### src/rtl/mips16_run_ctrl_if.sv
// rtl/mips16_run_ctrl_if.sv - command port bundle between debug host and run controller
interface mips16_run_ctrl_if #(
  parameter int PC_W = 16
);
  logic            cmd_valid;
  logic            cmd_ready;
  logic [2:0]      cmd_op;
  logic            cmd_idx;
  logic [PC_W-1:0] cmd_data;

  // host side drives commands, controller answers with ready
  modport master (
    output cmd_valid,
    output cmd_op,
    output cmd_idx,
    output cmd_data,
    input  cmd_ready
  );

  modport slave (
    input  cmd_valid,
    input  cmd_op,
    input  cmd_idx,
    input  cmd_data,
    output cmd_ready
  );
endinterface

### src/rtl/mips16_run_ctrl.sv
// rtl/mips16_run_ctrl.sv - run/halt/step/breakpoint sequencer for the 16-bit MIPS core
module mips16_run_ctrl #(
  parameter int PC_W     = 16,
  parameter int CNT_W    = 16,
  parameter int HOLD_CYC = 4
) (
  input  logic             clk,
  input  logic             reset_n,
  mips16_run_ctrl_if.slave io_cmd,
  input  logic [PC_W-1:0]  i_pc,
  output logic             o_cpu_en,
  output logic             o_cpu_reset,
  output logic             o_halted,
  output logic             o_bp_hit,
  output logic             o_bp_hit_idx,
  output logic [CNT_W-1:0] o_retired
);

  localparam int HC_W = (HOLD_CYC > 1) ? $clog2(HOLD_CYC) : 1;
  localparam logic [HC_W-1:0] HOLD_RELOAD = HC_W'(HOLD_CYC - 1);

  localparam logic [1:0] S_HOLD = 2'd0;
  localparam logic [1:0] S_HALT = 2'd1;
  localparam logic [1:0] S_RUN  = 2'd2;
  localparam logic [1:0] S_STEP = 2'd3;

  localparam logic [2:0] OP_HALT      = 3'd0;
  localparam logic [2:0] OP_RUN       = 3'd1;
  localparam logic [2:0] OP_STEP      = 3'd2;
  localparam logic [2:0] OP_SET_BP    = 3'd3;
  localparam logic [2:0] OP_CLR_BP    = 3'd4;
  localparam logic [2:0] OP_CPU_RESET = 3'd5;

  logic [1:0]       r_state;
  logic [HC_W-1:0]  r_hold_cnt;
  logic [PC_W-1:0]  r_bp0_addr;
  logic [PC_W-1:0]  r_bp1_addr;
  logic             r_bp0_en;
  logic             r_bp1_en;
  logic             r_skip;
  logic [CNT_W-1:0] r_step_cnt;
  logic [CNT_W-1:0] r_retired;
  logic             r_bp_hit;
  logic             r_bp_hit_idx;

  logic             w_ready;
  logic             w_fire;
  logic             w_halt_cmd;
  logic             w_rst_cmd;
  logic             w_m0;
  logic             w_m1;
  logic             w_stop;
  logic             w_active;
  logic             w_cpu_en;
  logic [CNT_W-1:0] w_step_load;

  // command handshake, breakpoint compare and the commit qualifier
  always_comb begin
    w_ready     = (r_state != S_HOLD);
    w_fire      = io_cmd.cmd_valid & w_ready;
    w_halt_cmd  = w_fire & (io_cmd.cmd_op == OP_HALT);
    w_rst_cmd   = w_fire & (io_cmd.cmd_op == OP_CPU_RESET);
    w_m0        = r_bp0_en & (i_pc == r_bp0_addr);
    w_m1        = r_bp1_en & (i_pc == r_bp1_addr);
    // skip lets the core leave a breakpoint PC it is currently parked on
    w_stop      = (w_m0 | w_m1) & ~r_skip;
    w_active    = (r_state == S_RUN) | (r_state == S_STEP);
    w_cpu_en    = w_active & ~w_stop & ~w_halt_cmd & ~w_rst_cmd;
    w_step_load = (io_cmd.cmd_data == '0) ? CNT_W'(1) : CNT_W'(io_cmd.cmd_data);
  end

  assign io_cmd.cmd_ready = w_ready;
  assign o_cpu_en         = w_cpu_en;
  assign o_cpu_reset      = (r_state == S_HOLD);
  assign o_halted         = (r_state == S_HALT);
  assign o_bp_hit         = r_bp_hit;
  assign o_bp_hit_idx     = r_bp_hit_idx;
  assign o_retired        = r_retired;

  // sequencer state, breakpoints and counters; CPU_RESET outranks stop/halt/step end
  always_ff @(posedge clk) begin
    if (!reset_n) begin
      r_state      <= S_HOLD;
      r_hold_cnt   <= HOLD_RELOAD;
      r_bp0_addr   <= '0;
      r_bp1_addr   <= '0;
      r_bp0_en     <= 1'b0;
      r_bp1_en     <= 1'b0;
      r_skip       <= 1'b0;
      r_step_cnt   <= '0;
      r_retired    <= '0;
      r_bp_hit     <= 1'b0;
      r_bp_hit_idx <= 1'b0;
    end else if (w_rst_cmd) begin
      r_state    <= S_HOLD;
      r_hold_cnt <= HOLD_RELOAD;
      r_retired  <= '0;
      r_skip     <= 1'b0;
      r_bp_hit   <= 1'b0;
    end else begin
      if (w_fire && io_cmd.cmd_op == OP_SET_BP) begin
        if (io_cmd.cmd_idx) begin
          r_bp1_addr <= io_cmd.cmd_data;
          r_bp1_en   <= 1'b1;
        end else begin
          r_bp0_addr <= io_cmd.cmd_data;
          r_bp0_en   <= 1'b1;
        end
      end
      if (w_fire && io_cmd.cmd_op == OP_CLR_BP) begin
        if (io_cmd.cmd_idx) r_bp1_en <= 1'b0;
        else                r_bp0_en <= 1'b0;
      end

      if (w_cpu_en) begin
        if (~&r_retired) r_retired <= r_retired + CNT_W'(1);
        r_skip <= 1'b0;
        if (r_state == S_STEP) r_step_cnt <= r_step_cnt - CNT_W'(1);
      end

      case (r_state)
        S_HOLD: begin
          if (r_hold_cnt == '0) r_state <= S_HALT;
          else                  r_hold_cnt <= r_hold_cnt - HC_W'(1);
        end
        S_HALT: begin
          if (w_fire && io_cmd.cmd_op == OP_RUN) begin
            r_state  <= S_RUN;
            r_skip   <= 1'b1;
            r_bp_hit <= 1'b0;
          end else if (w_fire && io_cmd.cmd_op == OP_STEP) begin
            r_state    <= S_STEP;
            r_step_cnt <= w_step_load;
            r_skip     <= 1'b1;
            r_bp_hit   <= 1'b0;
          end
        end
        S_RUN, S_STEP: begin
          if (w_stop) begin
            r_state      <= S_HALT;
            r_bp_hit     <= 1'b1;
            r_bp_hit_idx <= ~w_m0;
          end else if (w_halt_cmd) begin
            r_state <= S_HALT;
          end else if (r_state == S_STEP && w_cpu_en && r_step_cnt == CNT_W'(1)) begin
            r_state <= S_HALT;
          end
        end
        default: r_state <= S_HOLD;
      endcase
    end
  end

endmodule

### src/flat_wrapper.sv
// flat-port wrapper written by rule: the top's interface ports become plain ports
module mips16_run_ctrl_flat 
#(
  parameter int PC_W     = 16,
  parameter int CNT_W    = 16,
  parameter int HOLD_CYC = 4
)
  (clk, reset_n, i_pc, o_cpu_en, o_cpu_reset, o_halted, o_bp_hit, o_bp_hit_idx, o_retired, io_cmd_cmd_valid, io_cmd_cmd_op, io_cmd_cmd_idx, io_cmd_cmd_data, io_cmd_cmd_ready);
  mips16_run_ctrl_if #(.PC_W(PC_W)) io_cmd_i ();
  input  logic clk;
  input  logic reset_n;
  input  logic [PC_W-1:0] i_pc;
  output logic o_cpu_en;
  output logic o_cpu_reset;
  output logic o_halted;
  output logic o_bp_hit;
  output logic o_bp_hit_idx;
  output logic [CNT_W-1:0] o_retired;
  input wire logic [$bits(io_cmd_i.cmd_valid)-1:0] io_cmd_cmd_valid;
  input wire logic [$bits(io_cmd_i.cmd_op)-1:0] io_cmd_cmd_op;
  input wire logic [$bits(io_cmd_i.cmd_idx)-1:0] io_cmd_cmd_idx;
  input wire logic [$bits(io_cmd_i.cmd_data)-1:0] io_cmd_cmd_data;
  output wire logic [$bits(io_cmd_i.cmd_ready)-1:0] io_cmd_cmd_ready;
  assign io_cmd_i.cmd_valid = io_cmd_cmd_valid;
  assign io_cmd_i.cmd_op = io_cmd_cmd_op;
  assign io_cmd_i.cmd_idx = io_cmd_cmd_idx;
  assign io_cmd_i.cmd_data = io_cmd_cmd_data;
  assign io_cmd_cmd_ready = io_cmd_i.cmd_ready;
  mips16_run_ctrl #(.PC_W(PC_W), .CNT_W(CNT_W), .HOLD_CYC(HOLD_CYC)) u_core (.clk(clk), .reset_n(reset_n), .io_cmd(io_cmd_i), .i_pc(i_pc), .o_cpu_en(o_cpu_en), .o_cpu_reset(o_cpu_reset), .o_halted(o_halted), .o_bp_hit(o_bp_hit), .o_bp_hit_idx(o_bp_hit_idx), .o_retired(o_retired));
endmodule
### config.mk
export PLATFORM = sky130hd
export DESIGN_NAME = mips16_run_ctrl_flat
export DESIGN_NICKNAME = d
export VERILOG_FILES = /design/src/rtl/mips16_run_ctrl_if.sv /design/src/rtl/mips16_run_ctrl.sv /design/src/flat_wrapper.sv
export SDC_FILE = /design/constraint.sdc
export NUM_CORES = 1
export LEC_CHECK = 0
export ABC_AREA = 1
export BUFFER_PORTS_ARGS = -buffer_cell sky130_fd_sc_hd__buf_2
export CAP_MARGIN = 20
export CORE_MARGIN = 2
export CORE_UTILIZATION = 41
export CTS_CLUSTER_DIAMETER = 40
export DETAILED_ROUTE_END_ITERATION = 6
export PLACE_DENSITY_LB_ADDON = 0.2
export SETUP_SLACK_MARGIN = 0.2
export SYNTH_ARGS = -nofsm -noshare
export SYNTH_HDL_FRONTEND = slang
export SYNTH_SLANG_ARGS = --single-unit
### constraint.sdc
create_clock -name clk -period 2.5 [get_ports clk]
set_input_delay 0.125 -clock clk [delete_from_list [all_inputs] [get_ports clk]]
set_output_delay 0.125 -clock clk [all_outputs]
set_load 0.01 [all_outputs]
## After elaboration in Yosys (flattened, before gate mapping)

Index checks and enable logic that the tools add are counted.

- Add/subtract/negate cells: 3
- Equality and inequality tests: 15
- Reductions and logical operators: 22
- Bitwise logic cells: 20
- Muxes and demuxes: 29

Operator list:

| operator | number |
|---|---|
| $mux 16 | 6 |
| $eq 16x16->1 | 2 |
| $add 16x1->16 const B | 1 |
| $eq 16x1->1 const B | 1 |
| $logic_not 16->1 | 1 |
| $reduce_and 16->1 | 1 |
| $sub 16x1->16 const B | 1 |
| $mux 1 | 15 |
| $reduce_and 3->1 | 5 |
| $mux 2 | 6 |
| $and 1x1->1 | 9 |
| $not 1->1 | 9 |
| $eq 3x2->1 const B | 2 |
| $eq 3x3->1 const B | 2 |
| $logic_and 1x1->1 | 6 |
| $pmux 2 s3 | 1 |
| $eq 2x2->1 const B | 2 |
| $logic_not 2->1 | 2 |
| $ne 2x1->1 const B | 2 |
| $ne 4x1->1 const B | 1 |
| $reduce_and 2->1 | 2 |
| $reduce_bool 2->1 | 2 |
| $reduce_or 2->1 | 2 |
| $eq 3x1->1 const B | 1 |
| 6 further kinds | 7 |

- Output and inout bits: 22
- Logic and storage cells: 100
- Register bits after elaboration: 73

## Depth between registers and ports, before layout

- Depth after elaboration: 14
- Gate-level depth with buffers: 16
- Gate-level depth less buffers: 15

## Least setup slack after synthesis

No wires, ideal clock.

- Path type: register to register
- From: register u_core.r_retired[0], in the netlist u_core.o_retired[0]
- To: register u_core.r_retired[10], in the netlist u_core.o_retired[10]
- Required time: 2380 ps
- Path buffers: 1
- Data arrival time: 1773 ps
- Path slack: 608 ps
- Library setup time: 120 ps
- Cell stages (with the launch flop): 8
- Cells stage by stage: dfxtp_1 > ha_1 > nand3_1 > nor3_1 > nand3_2 > clkbuf_1 > nand3_1 > a21oi_1

- Longest elaborated chain between the ends: 3
- Elaborated cells between the ends (all ways): 4
- Classes of those cells: add/sub: 1; bitwise: 1; reduce/logical: 2

RTL lines:

| element | line | RTL |
|---|---|---|
| start, declared | mips16_run_ctrl.sv:42 | `logic [CNT_W-1:0] r_retired;` |
| start signal, assigned | mips16_run_ctrl.sv:116 | `if (~&r_retired) r_retired <= r_retired + CNT_W'(1);` |
| branches (longest 3 deep; another with $add 16x1->16) | - |  |

Several ways; the timed one is not identified.
A chain may end at the register's enable or synchronous reset.

## Worst setup path in the final report

- From: register u_core.r_state[1]
- To: output port o_cpu_en

- Longest elaborated chain between the ends: 6
- Elaborated cells between the ends (all ways): 12
- Classes of those cells: eq/ne: 2; bitwise: 9; reduce/logical: 1

RTL lines:

| element | line | RTL |
|---|---|---|
| start, declared | mips16_run_ctrl.sv:34 | `logic [1:0] r_state;` |
| start signal, assigned | mips16_run_ctrl.sv:83 | `r_state <= S_HOLD;` |
| start signal, assigned | mips16_run_ctrl.sv:95 | `r_state <= S_HOLD;` |
| start signal, assigned | mips16_run_ctrl.sv:123 | `if (r_hold_cnt == '0) r_state <= S_HALT;` |
| $reduce_bool 2->1 | mips16_run_ctrl.sv:59 | `w_ready = (r_state != S_HOLD);` |
| $and 1x1->1 | mips16_run_ctrl.sv:60 | `w_fire = io_cmd.cmd_valid & w_ready;` |
| $and 1x1->1 | mips16_run_ctrl.sv:61 | `w_halt_cmd = w_fire & (io_cmd.cmd_op == OP_HALT);` |
| $not 1->1 | mips16_run_ctrl.sv:68 | `w_cpu_en = w_active & ~w_stop & ~w_halt_cmd & ~w_rst_cmd;` |
| $and 1x1->1 | mips16_run_ctrl.sv:68 |  |
| $and 1x1->1 (*) | mips16_run_ctrl.sv:68 |  |
| end, declared | flat_wrapper.sv:13 | `output logic o_cpu_en;` |

Every way passes the cells marked *; elsewhere a longest branch is shown, timed or not.

==> impl_metrics.py <==
metrics = {
    "worst_setup_path": {
        "reg2reg_to": "u_core.r_step_cnt[2]",
        "cp_data_required_time_ns": 2.38,
        "crit_type": "reg2out",
        "reg2reg_depth": 12,
        "worstPathCellList": "nor2_2 > inv_2 > nand2_4 > nor2_1 > nand3_1 > nand3_4 > inv_8 > buf_2",
        "arrival_ns": 2.10,
        "end_kind": "primary output",
        "critPathLaunchType": "register",
        "slowest_stage": "dfxtp_1",
        "crit_family": "simple AND/OR/NAND/NOR gates",
        "path_buf_inv": 3,
        "ff2ff_setup_slack_ns": 0.35,
        "max_stage_delay_ns": 0.40,
        "cp_max_fo": 25,
        "r2r-start": "u_core.r_state[1]",
    },
    "power": {
        "leakagePower_nw": 2.232,
        "switching_power_mw": 0.7118,
        "p_int_mw": 1.715,
        "p_comb_share_pct": 15.5,
        "report.power.total_mw": 2.427,
        "p_seq_share_pct": 50.2,
        "ir_worst_vdd_mv": 0.1884,
        "switching_share_pct": 29.33,
        "powerDensity_nw_per_um2": 472.5,
        "clkPwrFrac_pct": 34.2,
    },
    "placed_design": {
        "place_ws_ns": 0.3023,
        "place_inst": 879,
        "port-buffer-count": 60,
        "dp_hpwl_um": 8916,
        "gp_congestion": 0.9287,
    },
    "clock_tree": {
        "cts_buffers": 9,
        "clk_pin_slew_ns": 0.08,
        "htreeDepth": 3,
        "cts-root-buf": "clkbuf_8",
        "cts_tree": "yes",
        "clock_latency_ns": 0.35,
        "cts_buffer_depth": 2,
        "hold_buffers": 0,
        "clock_sinks": 73,
    },
    "synth": {
        "synth_edf_count": 0,
        "syn_area_um2": 4443,
        "yosysWarnings": 0,
        "ys_seq_area_share_pct": 32.89,
        "avgSynthCellArea_um2": 6.430,
        "synth_ff_type": "dfxtp_1",
        "synth-seq-cells": 73,
        "async_flop_share_pct": 0,
        "synth_cells": 691,
        "synth.distinct_cells": 38,
        "syn-num-nets": 734,
    },
    "timing": {
        "finalHoldViolCount": 0,
        "setup_violations": 0,
        "slew_headroom_pct": 64.61,
        "post-route-period-util_pct": 88.90,
        "worst_clock_skew_ns": 0.01092,
        "rsz0062_at_grt": "yes",
        "worst_slew_pin_slew_ns": 0.5260,
        "layout_setup_ws_ns": 0.2775,
        "min_period_ns": 2.222,
        "slew_violations": 0,
        "fmax_mhz": 449.9,
        "tns_ns": 0,
    },
    "min_path": {
        "holdCritPathClass": "in2reg",
        "holdPathEnd": "u_core.r_step_cnt[11]",
        "hold-path-cell-count": 3,
        "hold_start": "io_cmd_cmd_data[11]",
    },
    "grt": {
        "grt.total_usage_pct": 20.59,
        "grt_pass1_vias": 4121,
        "grt.overflow.total": 0,
        "grt_first_pass_wirelength_um": 19220,
        "grt_max_degree": 33,
        "antenna_found_initial": 0,
    },
    "finish": {
        "final_cell_mix": "nand2_1 (176), inv_1 (83), nor2_1 (77)",
        "fin_nets": 805,
        "syn2layout_area_growth_pct": 15.60,
        "mostFrequentLayoutCell": "nand2_1",
        "stdcell_count": 906,
        "drive_gt1_share_pct": 14.62,
        "utilization_pct": 48.01,
        "n_antenna_cell": 0,
    },
    "floorplanning": {
        "die_area_um2": 11690,
        "die_y_um": 108.1,
        "dieWidth_um": 108.1,
        "num_rows": 38,
        "initial_core_util_pct": 41.53,
        "io_pins": 61,
        "core-area_um2": 10700,
    },
    "detailed_routing": {
        "drc": 0,
        "drt-pass1-iter-count": 6,
        "routed_via_density": 5.086,
        "vias": 4608,
        "postRouteAntennaNets": 0,
        "drtIter0Drc": 235,
        "finalWirelength_um": 12200,
        "routedWlPerCell_um": 13.47,
    },
    "run_status": {
        "status": "finished, final reports clean",
    },
    "job": {
        "drv_cap": 0,
    },
}
[worst register-to-register path: cells and delay by family (launching register included)]
kind | cells | cell delay (ns)
buffers and inverters | 3 | 0.60
DFF | 1 | 0.40
and+or+nand+nor | 9 | 1.05
[cell type report]
| cell class | instances | area, um^2 |
|---|---|---|
| fill | 1121 | 5562 |
| multi-input combinational | 510 | 2545 |
| sequential | 73 | 1461 |
| timing repair buffer | 79 | 442.9 |
| inverter | 88 | 341.6 |
| tap | 140 | 175.2 |
| clock buffer | 12 | 145.1 |
| clock inverter | 3 | 17.52 |
| timing repair inverter | 1 | 7.507 |
[logic make-up after synthesis]
logic type | synth area share (%)
buffers and inverters | 10.33
xor gates and xnor gates | 5.717
adders and majority gates | 1.126
muxes | 1.126
and+or+nand+nor | 33.82
AOI/OAI and AO/OA | 14.98
DFF | 32.89
[cell usage after synthesis (all sizes together), types with 10 or more instances]
cell type / number / share of area, %
nand2: 179 / 16
inv: 87 / 7.5
nor2: 80 / 7.0
dfxtp: 73 / 33
a21oi: 62 / 7.0
o21ai: 56 / 6.3
nand3: 48 / 5.8
xor2: 23 / 4.5
clkbuf: 12 / 1.0
nor3: 11 / 1.2
buf: 10 / 1.8
nor4: 10 / 2.1
[repair_timing]
| item | in CTS | in global routing |
|---|---|---|
| pin swaps | 0 | 1 |
| gates resized for setup | 1 | 3 |
| setup buffers | 0 | 9 |
| setup endpoints to repair | 1 | 6 |
| cloned | 0 | 3 |
[per-layer routing]
metal  global-route usage (%)  vias up  wire (um)
met3                    3.436       11        588
met2                    35.13      109       5806
met5                        0        -          0
met1                    26.59     2116       5654
met4                    6.319        0        153
li1                         -     2372          -
[through the flow]
stage          hold slack, ns  instance area (um^2)
2_1_floorplan          0.2390                  4443
3_3_place_gp           0.4404                  4870
3_5_place_dp           0.4555                  4870
4_1_cts               0.08025                  5035
5_1_grt               0.08517                  5136
6_report              0.09313                  5136
[registers in the layout, summed over array words and instances (netlist names), named ones only]
register,flops
u_core.o_bp_hit,1
u_core.o_bp_hit_idx,1
u_core.o_retired,16
u_core.r_bp0_addr,16
u_core.r_bp1_addr,16
u_core.r_hold_cnt,2
u_core.r_skip,1
u_core.r_state,2
u_core.r_step_cnt,16
[power by group through the flow]
stage / clock, mW / sequential (mW) / combinational [mW]
5_1_grt: 0.903 / 1.22 / 0.419
3_3_place_gp: 0 / 1.24 / 0.361
6_report: 0.831 / 1.22 / 0.377
3_5_place_dp: 0 / 1.25 / 0.371
4_1_cts: 0.849 / 1.22 / 0.373
2_1_floorplan: 0 / 1.24 / 0.244
[worst max-delay path by stage]
| stage | start | endpoint | slack, ns | depth (start not counted) |
|---|---|---|---|---|
| final | u_core.r_state[1] | o_cpu_en | 0.28 | 8 |
| after floorplan | u_core.o_retired[0] | u_core.o_retired[10] | 0.61 | 7 |
| after global placement | u_core.r_state[1] | u_core.r_step_cnt[10] | 0.33 | 10 |
| after CTS | u_core.r_state[1] | o_cpu_en | 0.23 | 8 |
| after global routing | u_core.r_state[1] | o_cpu_en | 0.17 | 8 |
| after detailed placement | u_core.r_state[1] | u_core.r_step_cnt[10] | 0.30 | 10 |
(Power assumes the default switching activity.)
